<file path="src/rtl/fetch_unit.sv">
// -----------------------------------------------------------------------------
// fetch_unit
//   Instruction fetch stage feeding the control decoder. Holds the program
//   counter, issues one instruction-memory request per instruction, captures
//   the returned word into the instruction register and hands it downstream
//   with a valid/ready handshake. A jump from execute redirects the PC from
//   any state and discards whatever fetch or issue is in flight.
//
//   Sequencing:
//     ST_IDLE  : one-cycle post-reset state so imem_req first rises on the
//                clock edge after rst deasserts.
//     ST_FETCH : imem_req=1 with imem_addr=pc until imem_ack arrives.
//     ST_ISSUE : instr_valid=1, instr/instr_pc frozen until instr_ready.
// -----------------------------------------------------------------------------
module fetch_unit #(
    parameter int              PC_W     = 8,
    parameter int              INSTR_W  = 8,
    parameter logic [PC_W-1:0] RESET_PC = '0
) (
    input  logic               clk,
    input  logic               rst,

    // Instruction memory
    output logic               imem_req,
    output logic [PC_W-1:0]    imem_addr,
    input  logic               imem_ack,
    input  logic [INSTR_W-1:0] imem_rdata,

    // Decoder side
    output logic [INSTR_W-1:0] instr,
    output logic [PC_W-1:0]    instr_pc,
    output logic               instr_valid,
    input  logic               instr_ready,

    // Redirect from execute
    input  logic               jump_valid,
    input  logic [PC_W-1:0]    jump_target,

    output logic [PC_W-1:0]    pc
);

    typedef enum logic [1:0] {
        ST_IDLE  = 2'd0,
        ST_FETCH = 2'd1,
        ST_ISSUE = 2'd2
    } state_t;

    state_t state;
    state_t state_nx;

    // A returned word is only accepted while a request is outstanding and no
    // redirect is pending; an ack in ISSUE/IDLE or alongside a jump is dropped.
    logic capture;

    assign capture   = (state == ST_FETCH) && imem_ack && !jump_valid;

    // The fetch address is the PC itself, so it is stable for the whole wait.
    assign imem_addr = pc;

    // State register; async reset parks the FSM in IDLE so imem_req drops at once.
    always_ff @(posedge clk or posedge rst) begin
        if (rst) begin
            state <= ST_IDLE;
        end else begin
            // NOTE: sequential state is updated with non-blocking assignments so
            // every register samples pre-edge values regardless of block order.
            state <= state_nx;
        end
    end

    // Next-state and handshake outputs; a jump overrides every transition.
    always_comb begin
        // NOTE: defaults first so every path assigns every output and no
        // latch is inferred.
        state_nx    = state;
        imem_req    = 1'b0;
        instr_valid = 1'b0;

        unique case (state)
            ST_IDLE: begin
                state_nx = ST_FETCH;
            end
            ST_FETCH: begin
                imem_req = 1'b1;
                if (imem_ack) begin
                    state_nx = ST_ISSUE;
                end
            end
            ST_ISSUE: begin
                instr_valid = 1'b1;
                if (instr_ready) begin
                    state_nx = ST_FETCH;
                end
            end
            default: begin
                state_nx = ST_IDLE;
            end
        endcase

        if (jump_valid) begin
            state_nx = ST_FETCH;
        end
    end

    // PC and instruction register; redirect wins over a same-cycle capture.
    always_ff @(posedge clk or posedge rst) begin
        if (rst) begin
            pc       <= RESET_PC;
            instr    <= '0;
            instr_pc <= '0;
        end else if (jump_valid) begin
            pc <= jump_target;
        end else if (capture) begin
            instr    <= imem_rdata;
            instr_pc <= pc;
            // Wraps modulo 2^PC_W with no overflow indication.
            pc       <= pc + PC_W'(1);
        end
    end

endmodule
</file>
<file path="config.mk">
export PLATFORM = sky130hd
export DESIGN_NAME = fetch_unit
export DESIGN_NICKNAME = d
export VERILOG_FILES = /design/src/rtl/fetch_unit.sv
export SDC_FILE = /design/constraint.sdc
export NUM_CORES = 1
export LEC_CHECK = 0
export BUFFER_PORTS_ARGS = -buffer_cell sky130_fd_sc_hd__buf_2
export CAP_MARGIN = 10
export CORE_MARGIN = 2
export CORE_UTILIZATION = 35
export DETAILED_ROUTE_END_ITERATION = 6
export HOLD_SLACK_MARGIN = 0.06
export SYNTH_ARGS = -nofsm -noshare
export SYNTH_HDL_FRONTEND = slang
export SYNTH_SLANG_ARGS = --single-unit
</file>
<file path="constraint.sdc">
create_clock -name clk -period 1.66 [get_ports clk]
set_input_delay 0.083 -clock clk [delete_from_list [all_inputs] [get_ports clk]]
set_output_delay 0.083 -clock clk [all_outputs]
set_load 0.005 [all_outputs]
</file>
==> summary.md, run 1 <==
| Metric | Value |
|---|---|
| Clock root buffer | clkbuf_4 |
| Fin. max-slew vios | 0 |
| FF-to-FF Start | imem_addr[0]$_DFFE_PP0P_ |
| Largest net degree at the start of global routing | 27 |
| Reg2Reg Setup Slack | 180 ps |
| Setup crit start kind | flop |
| Number of diodes | 0 |
| Endpoints failing setup | 0 |
| Worst Hold Class | input pin to flop |
| Tcrit/Tclk final | 89.4% |
| Top achievable clock speed | 0.674 GHz |
| CTS tree | done |
| Required @ worst endpoint | 1920 ps |
| Number of global-route vias before repair | 1,001 |
| Pleak | 0.000818 uW |
| Setup TNS | 0 ps |
| GRT Util Overall | 14.6% |
| Vias/cell | 4.66 |
| Tmin final | 1480 ps |
| Ys async rst share | 100% |
| Post-Syn Area | 1220 um2 |
| Antenna-violating nets left | 0 |
| Drt initial violations | 13 |
| # nets final | 194 |
| Initial antenna violation count | 0 |
| Clk Latency, worst-skew pair | 320 ps |
| Fraction of layout cells with a size suffix above 1 | 46.8% |
| Commonest cells in the netlist | dfrtp_1, mux2_2, nand2_1, buf_4, nand3_1 |
| PwrDens | 944 nW/um2 |
| Relative slew slack | 78.6% |
| Setup CP Type | flop to flop |
| Wirelength per Cell | 12.7 um |
| H-Tree Depth | 1 |
| Crit-path max FO | 8 |
| Die width | 63.1 um |
| Post-synth top area share | 53.3% |
| Combined area of the multi-input logic cells | 488 um2 |
| Post-route cell area | 1700 um2 |
| Max clock buf depth | 2 |
| DRC viols | 0 |
| Synthesized area per cell | 11.7 um2 |
| First-pass GRT wire length | 4550 um |
| # IOs | 55 |
| Synth area leader | dfrtp_1 |
| Worst Clk Skew | 4.84 ps |
| Register area share after synthesis | 53.3% |
| Syn_nets | 126 |
| Reg2reg path depth | 4 |
| Register area | 651 um2 |
| Post-DP Area | 1500 um2 |
| Total gr overflow | 0 |
| Sinks on Clock Net | 26 |
| Unrepaired setup endpoints after global routing | false |
| Critical Path Source | imem_addr[0]$_DFFE_PP0P_ |
| Cell variety after synth | 26 |
| Most frequent cell after synthesis | dfrtp_1 |
| Hold Violations, Final | 0 |
| Post-synthesis cell count | 104 |
| Row cnt | 21 |
| Clock transition at path regs | 140 ps |
| Hold buffers post-CTS | 17 |
| Worst r2r dst | imem_addr[4]$_DFFE_PP0P_ |
| Post-CTS setup buffers | 0 |
| Post-detail-place hpwl | 1920 um |
| FF+latch count, synth | 26 |
| Critical path endpoint category | flop |
| Setup crit end | imem_addr[4]$_DFFE_PP0P_ |
| Placer Congestion | 0.806 |
| First-pass DRT Iterations | 4 |
| Core region area | 3340 um2 |
| Main synth FF type | dfrtp_1 |
| Total CTS buffers | 3 |
| Number of flops mapped to enable cells by yosys | 0 |
| Status | finished clean |
| Die area | 3980 um2 |
| Routed vias | 1,012 |
| Top cells by area in the synthesized netlist | dfrtp_1, mux2_2, buf_4 |
| Synthesis Warnings | 0 |
| FILL cells | 326 |
| Port Buf Inserts | 54 |
| Post-cts gate resize count | 0 |
| Drt total wl | 2760 um |
| Worst slew pin tran | 322 ps |
| CP arrival | 1750 ps |
| Starting Density | 36.6% |
| Synth-to-layout area growth | 39.4% |
| Die Ht | 63.1 um |
| Maxcap violations | 0 |
| IR drop worst, VDD | 0.649 mV |
-- per-layer routing --
layer  vias up  share of wire [%]  GRT usage [%]
li1        497                  -              -
met1       486                 41           17.7
met2        27                 53           25.4
met3         2                4.5           4.11
met4         0               0.98           4.17
met5         -                  0              0
-- state kept, by name, summed over array words and instances, names as in the netlist --
name,flops
imem_addr,8
instr_pc,8
state,2
instr,8
-- layout make-up --
cell class | count | area share, %
Tap cell | 46 | 3.38
Sequential cell | 26 | 38.2
Inverter | 2 | 0.441
Clock buffer | 4 | 2.13
Multi-Input combinational cell | 65 | 28.7
Timing Repair Buffer | 74 | 27.2
-- worst max-delay path, cell delays in order (launching register included) --
cell,delay (ps)
dfrtp_1,490
ha_1,180
nand4b_1,210
or4_1,450
nand3_1,90
-- cell usage in the layout (no fill, tap or decap), types with 3 or more instances in the layout --
cell type       n
buf_4           3
clkbuf_4        3
dlygate4sd3_1  17
o21ai_0         6
dfrtp_1        26
nand2_1        10
buf_2          54
or4_1           5
o211ai_1        3
mux2_2         16
nand3_1         7
-- through the flow --
step / power [uW] / setup slack, ps / std cells / hold WS [ps] / util (%)
floorplan: 1090 / 147 / 104 / 123 / -
detailed placement: 1280 / 193 / 196 / 154 / 44.8
CTS: 1630 / 167 / 217 / 62.5 / 51.0
global placement: 1270 / 205 / 196 / 155 / 44.8
global route: 1720 / 80.3 / 217 / 120 / 51.0
finish: 1610 / 176 / 217 / 61.7 / 51.0
-- worst min path at each step --
stage / to / start / cells past startpoint / slack (ps)
after floorplan: imem_addr[0]$_DFFE_PP0P_ / rst / 1 / 120
after global placement: instr_pc[4]$_DFFE_PP0P_ / rst / 3 / 150
after detailed placement: instr[5]$_DFFE_PP0P_ / rst / 3 / 150
after CTS: state[0]$_DFFE_PP0P_ / instr_ready / 4 / 60
after global routing: state[0]$_DFFE_PP0P_ / instr_ready / 4 / 120
final: state[0]$_DFFE_PP0P_ / instr_ready / 4 / 60
-- power by group --
part	internal, uW	total, uW	switching [uW]	leakage (uW)
logic	263	436	172	0.000489
clock network	134	317	183	0.0000210
registers	760	856	95.2	0.000308
-- cells by family (layout without fill, tap and decap cells) --
group / count (synthesis) / in the layout / synth area share, %
and+or+nand+nor: 33 / 33 / 15.9
DFF: 26 / 26 / 53.3
adders and majority gates: 1 / 1 / 1.02
buffers and inverters: 13 / 80 / 6.76
muxes: 17 / 17 / 15.6
xor gates and xnor gates: 2 / 2 / 1.43
AOI/OAI and AO/OA: 12 / 12 / 6.05
(Power assumes the default switching activity.)
==> inputs of run 2 (changes only) <==
CORE_UTILIZATION = 46   (was 35)
PLACE_DENSITY = 0.78   (was unset)
==> run 2 against run 1 <==
- routed wire length increased by 3.1%
- largest power group unchanged
- critical path type unchanged
- worst setup slack improved by 14 ps
- final area increased by 0.66%
- first-iteration DRC count increased to 3.3 times the previous value
==> summary.md, run 2 (synthesized netlist as in run 1, its figures left out) <==
| Metric | Value |
|---|---|
| Clk Latency, worst-skew pair | 320 ps (about the same) |
| Post-route cell area | 1710 um2 (was 1700 um2) |
| Clock power share | 25.1% (was 19.7%) |
| Unrepaired setup endpoints after global routing | false (unchanged) |
| Total gr overflow | 0 (unchanged) |
| Wirelength per Cell | 14.0 um (was 12.7 um) |
| Critical path endpoint category | flop (unchanged) |
| Most common cell after layout, fill and taps aside | buf_2 (unchanged) |
| Most frequent cells in the layout | buf_2, dfrtp_1, dlygate4sd3_1, mux2_2, nand2_1 (unchanged) |
| First-pass GRT wire length | 4790 um (was 4550 um) |
| # nets final | 196 (was 194) |
| # IOs | 55 (unchanged) |
| Worst setup margin | 190 ps (was 176 ps) |
| Number of global-route vias before repair | 1,072 (was 1,001) |
| Initial antenna violation count | 0 (unchanged) |
| Worst Hold Class | input pin to flop (unchanged) |
| Internal | 1280 uW (was 1160 uW) |
| CP arrival | 1700 ps (was 1750 ps) |
| Setup CP Type | flop to flop (unchanged) |
| Worst Clk Skew | 6.55 ps (was 4.84 ps) |
| Crit-path max FO | 10 (was 8) |
| Number of diodes | 0 (unchanged) |
| PwrDens | 1020 nW/um2 (was 944 nW/um2) |
| Core region area | 2500 um2 (was 3340 um2) |
| Port Buf Inserts | 54 (unchanged) |
| Drt total wl | 2840 um (was 2760 um) |
| Pleak | 0.000835 uW (was 0.000818 uW) |
| Fin. max-slew vios | 0 (unchanged) |
| CTS tree | done (unchanged) |
| Maxcap violations | 0 (unchanged) |
| Largest net degree at the start of global routing | 27 (unchanged) |
| Final core utilization | 68.6% (was 51.0%) |
| Endpoints failing setup | 0 (unchanged) |
| Antenna-violating nets left | 0 (unchanged) |
| FILL cells | 192 (was 326) |
| GRT Util Overall | 19.5% (was 14.6%) |
| Hold Violations, Final | 0 (unchanged) |
| H-Tree Depth | 1 (unchanged) |
| Row cnt | 18 (was 21) |
| Starting Density | 48.8% (was 36.6%) |
| Sw frac | 27.0% (was 28.0%) |
| Post-detail-place hpwl | 1890 um (was 1920 um) |
| Die width | 55.5 um (was 63.1 um) |
| Die area | 3080 um2 (was 3980 um2) |
| First-pass DRT Iterations | 4 (unchanged) |
| Fraction of layout cells with a size suffix above 1 | 47.4% (was 46.8%) |
| Hold_ws | 66.8 ps (was 61.7 ps) |
| Sinks on Clock Net | 26 (unchanged) |
| Setup slack at placement | 220 ps (was 193 ps) |
| Relative slew slack | 78.5% (was 78.6%) |
| Gate power share | 26.6% (was 27.1%) |
| Synth-to-layout area growth | 40.4% (was 39.4%) |
| Post-CTS setup buffers | 0 (unchanged) |
| Register share of total power | 48.3% (was 53.2%) |
| Top achievable clock speed | 0.680 GHz (was 0.674 GHz) |
| DRC viols | 0 (unchanged) |
| Worst slew pin tran | 323 ps (was 322 ps) |
| IR drop worst, VDD | 0.750 mV (was 0.649 mV) |
| Setup crit start kind | flop (unchanged) |
| Tmin final | 1470 ps (was 1480 ps) |
| Sw power | 473 uW (was 450 uW) |
| Tcrit/Tclk final | 88.5% (was 89.4%) |
| Setup TNS | 0 ps (unchanged) |
| Post-DP Area | 1490 um2 (was 1500 um2) |
| Total CTS buffers | 3 (unchanged) |
| Die Ht | 55.5 um (was 63.1 um) |
| Required @ worst endpoint | 1890 ps (was 1920 ps) |
| Placer Congestion | 0.794 (was 0.806) |
| Status | finished clean (unchanged) |
| Routed vias | 1,039 (was 1,012) |
| Max clock buf depth | 2 (unchanged) |
| Clock root buffer | clkbuf_4 (unchanged) |
| Drt initial violations | 43 (was 13) |
| Clock transition at path regs | 150 ps (was 140 ps) |
| Vias/cell | 5.12 (was 4.66) |
==> run 2: area by class of cell <==
cell class                      count  area [um2]  share of cell area [%]
Clock inverter                      1        30.0                    1.75
Clock buffer                        3        22.5                    1.31
Multi-Input combinational cell     65         488                    28.5
Sequential cell                    26         651                    38.0
Tap cell                           30        37.5                    2.19
Inverter                            2        7.51                   0.438
Timing Repair Buffer               76         478                    27.9
==> run 2: worst paths after layout <==
kind / startpoint / endpoint / slack [ps] / cells past startpoint
worst min-delay path: instr_ready / state[0]$_DFFE_PP0P_ / 70 / 4
worst max register to register: state[1]$_DFFE_PP0P_ / instr[7]$_DFFE_PP0P_ / 190 / 4
max in group asynchronous: rst / instr_pc[6]$_DFFE_PP0P_ / 1080 / 4
min in group asynchronous: rst / instr_pc[4]$_DFFE_PP0P_ / 330 / 4
worst min register to register: instr_pc[1]$_DFFE_PP0P_ / instr_pc[1]$_DFFE_PP0P_ / 520 / 1
worst max-delay path: state[1]$_DFFE_PP0P_ / instr[7]$_DFFE_PP0P_ / 190 / 4
==> run 2: layer usage <==
metal | up-vias | GRT usage, % | share of wire, %
met5 | - | 0 | 0
met4 | 0 | 7.67 | 0.46
met3 | 2 | 3.51 | 4.8
met2 | 40 | 34.9 | 52
met1 | 497 | 23.1 | 42
li1 | 500 | - | -
==> run 2: timing repair <==
item	CTS	global route
hold endpoints to repair	42	0
hold buffers	17	0
setup endpoints to repair	0	0
gates resized for setup	0	0
==> run 2: per-stage QoR <==
step	total power, uW	cells
floorplan	1090	104
global placement	1270	182
detailed placement	1290	182
CTS	1750	203
global route	1840	203
finish	1750	203
==> run 2: worst max-delay path, cell delays in order, from the launching register on <==
cell and delay [ps]:
dfrtp_1 460, nand3b_4 240, nor2_2 130, buf_4 200
mux2_2 350
==> run 2: power by group through the flow <==
| stage | clock [uW] | combinational, uW | sequential, uW |
|---|---|---|---|
| finish | 438 | 466 | 846 |
| global route | 462 | 511 | 866 |
| CTS | 439 | 467 | 846 |
| detailed placement | 0 | 434 | 858 |
| global placement | 0 | 422 | 850 |
| floorplan | 0 | 220 | 870 |
==> inputs of run 3 (changes only) <==
clock period = 1.4 ns   (was 1.66 ns; I/O delays follow)
==> run 3 against run 2 <==
- non-clock buffer count grew 7
- combinational power grew 29%
- worst setup slack lost 180 ps
- global-route usage grew 0.32 points
- die area is the same
- sequential share of layout area shrank 1.1 points
- via count grew 4.7%
- clock power shrank 14%
- clock-buffer cell count grew 1
- clock skew shrank 3.7 ps
- first-iteration DRC count shrank 51%
- maximum frequency grew 6.1%
==> summary.md, run 3 (synthesized netlist as in run 1, its figures left out) <==
| Metric | Value |
|---|---|
| Status | finished clean (unchanged) |
| Worst hold endpoint | state[0]$_DFFE_PP0P_ (unchanged) |
| Top achievable clock speed | 0.722 GHz (was 0.680 GHz) |
| Reg2Reg Setup Slack | 20 ps (was 190 ps) |
| Fraction of layout cells with a size suffix above 1 | 51.1% (was 47.4%) |
| Setup crit start kind | flop (unchanged) |
| Starting Density | 48.8% (unchanged) |
| Wire length on met3 | 152 um (was 137 um) |
| WL met1 | 1210 um (about the same) |
| Unrepaired setup endpoints after global routing | true (was false) |
| FILL cells | 180 (was 192) |
| Number of diodes | 0 (unchanged) |
| Initial antenna violation count | 0 (unchanged) |
| Largest net degree at the start of global routing | 27 (unchanged) |
| Routed vias | 1,088 (was 1,039) |
| Met2 wire length | 1500 um (was 1480 um) |
| Most common cell after layout, fill and taps aside | buf_2 (unchanged) |
| Critical path endpoint category | flop (unchanged) |
| Fin. max-slew vios | 0 (unchanged) |
| Core region area | 2500 um2 (unchanged) |
| Pleak | 0.000865 uW (was 0.000835 uW) |
| IR drop worst, VDD | 0.863 mV (was 0.750 mV) |
| Wirelength per Cell | 13.9 um (was 14.0 um) |
| Total gr overflow | 0 (unchanged) |
| Drt total wl | 2910 um (was 2840 um) |
| Endpoints failing setup | 0 (unchanged) |
| Row cnt | 18 (unchanged) |
| Clock root buffer | clkbuf_4 (unchanged) |
| Worst r2r dst | instr[5]$_DFFE_PP0P_ (was instr[7]$_DFFE_PP0P_) |
| Setup CP Type | flop to flop (unchanged) |
| Sinks on Clock Net | 26 (unchanged) |
| Die Ht | 55.5 um (unchanged) |
| First-pass DRT Iterations | 4 (unchanged) |
| Drt initial violations | 21 (was 43) |
| Maxcap violations | 0 (unchanged) |
| CP arrival | 1600 ps (was 1700 ps) |
| Synth-to-layout area growth | 45.3% (was 40.4%) |
| DRC viols | 0 (unchanged) |
| Hold depth | 4 (unchanged) |
| Antenna-violating nets left | 0 (unchanged) |
| Most frequent cells in the layout | buf_2, dfrtp_1, dlygate4sd3_1, mux2_2, buf_4 (was buf_2, dfrtp_1, dlygate4sd3_1, mux2_2, nand2_1) |
| Setup TNS | 0 ps (unchanged) |
| Slowest stage delay, CP | 420 ps (was 460 ps) |
| # IOs | 55 (unchanged) |
| Total CTS buffers | 3 (unchanged) |
| Tcrit/Tclk final | 98.9% (was 88.5%) |
| Worst slew pin tran | 319 ps (was 323 ps) |
| Worst Hold Class | input pin to flop (unchanged) |
| Relative slew slack | 78.7% (was 78.5%) |
| Top Layer Used | met4 (unchanged) |
| First-pass GRT wire length | 4930 um (was 4790 um) |
| Worst-path cell chain | nand3b_4 > nor2_4 > buf_12 > mux2_2 (was nand3b_4 > nor2_2 > buf_4 > mux2_2) |
| Hold path startpoint | instr_ready (unchanged) |
| Clock transition at path regs | 140 ps (was 150 ps) |
| CTS tree | done (unchanged) |
| Crit-path max FO | 16 (was 10) |
| Final core utilization | 71.0% (was 68.6%) |
| Die area | 3080 um2 (unchanged) |
| Reg2reg path depth | 4 (unchanged) |
| Non-Filler Instances | 210 (was 203) |
| Placer Congestion | 0.829 (was 0.794) |
| Worst Clk Skew | 2.87 ps (was 6.55 ps) |
| Number of placed cells counting well taps | 188 (was 182) |
| Setup slack at placement | 41.7 ps (was 220 ps) |
| Vias/cell | 5.18 (was 5.12) |
| Max clock buf depth | 2 (unchanged) |
| GRT Util Overall | 19.9% (was 19.5%) |
| Slowest CP cell | dfrtp_1 (unchanged) |
| FF-to-FF Start | state[1]$_DFFE_PP0P_ (unchanged) |
| Required @ worst endpoint | 1610 ps (was 1890 ps) |
| Clk Latency, worst-skew pair | 310 ps (was 320 ps) |
| H-Tree Depth | 1 (unchanged) |
| Post-detail-place hpwl | 2070 um (was 1890 um) |
| # nets final | 203 (was 196) |
| Number of global-route vias before repair | 1,071 (was 1,072) |
| Die width | 55.5 um (unchanged) |
| Tmin final | 1380 ps (was 1470 ps) |
| Hold Violations, Final | 0 (unchanged) |
| Port Buf Inserts | 54 (unchanged) |
| Worst setup margin | 15.5 ps (was 190 ps) |
| PwrDens | 1110 nW/um2 (was 1020 nW/um2) |
## run 3: worst max-delay path by stage
stage / from / end
floorplan: state[1]$_DFFE_PP0P_ / instr[0]$_DFFE_PP0P_
global placement: state[0]$_DFFE_PP0P_ / imem_addr[5]$_DFFE_PP0P_
detailed placement: state[0]$_DFFE_PP0P_ / instr[5]$_DFFE_PP0P_
CTS: imem_addr[1]$_DFFE_PP0P_ / imem_addr[4]$_DFFE_PP0P_
global route: imem_addr[1]$_DFFE_PP0P_ / imem_addr[6]$_DFFE_PP0P_
finish: state[1]$_DFFE_PP0P_ / instr[5]$_DFFE_PP0P_
## run 3: per-layer routing
metal / track usage (%) / vias to the layer above
met4: 8.01 / 0
li1: - / 515
met3: 3.04 / 7
met1: 24.6 / 523
met2: 34.4 / 43
met5: 0 / -
## run 3: where the power goes
group | internal, uW | leakage (uW) | switching (uW)
Combinational | 354 | 0.000537 | 245
Clock | 159 | 0.0000210 | 218
Sequential | 903 | 0.000307 | 96.2
## run 3: critical path: cells and delay by family, from the launching register on
family / cells / cell delay, ps
buffers and inverters: 1 / 150
DFF: 1 / 420
muxes: 1 / 350
and+or+nand+nor: 2 / 350
## run 3: final cells by class
| class | instances | area, um2 | area share (%) |
|---|---|---|---|
| tap | 30 | 37.5 | 2.12 |
| sequential | 26 | 653 | 36.8 |
| timing repair buffer | 83 | 543 | 30.6 |
| inverter | 2 | 7.51 | 0.423 |
| clock buffer | 4 | 36.3 | 2.05 |
| multi-input combinational | 65 | 497 | 28.0 |
## run 3: timing repair
| item | 4_1_cts | 5_1_grt |
|---|---|---|
| hold buffers | 17 | 0 |
| endpoints found under the setup margin | 0 | 18 |
| setup buffers | 0 | 1 |
| endpoints found under the hold margin | 42 | 0 |
| gates resized for setup | 0 | 3 |
## run 3: stage by stage
stage                     total power, uW  hold slack (ps)  instance area [um2]
after floorplan                      1300              110                 1230
after global placement               1540              132                 1550
after detailed placement             1570              142                 1550
after CTS                            1980             66.0                 1760
after global routing                 2110             70.0                 1770
final                                1980             63.7                 1770
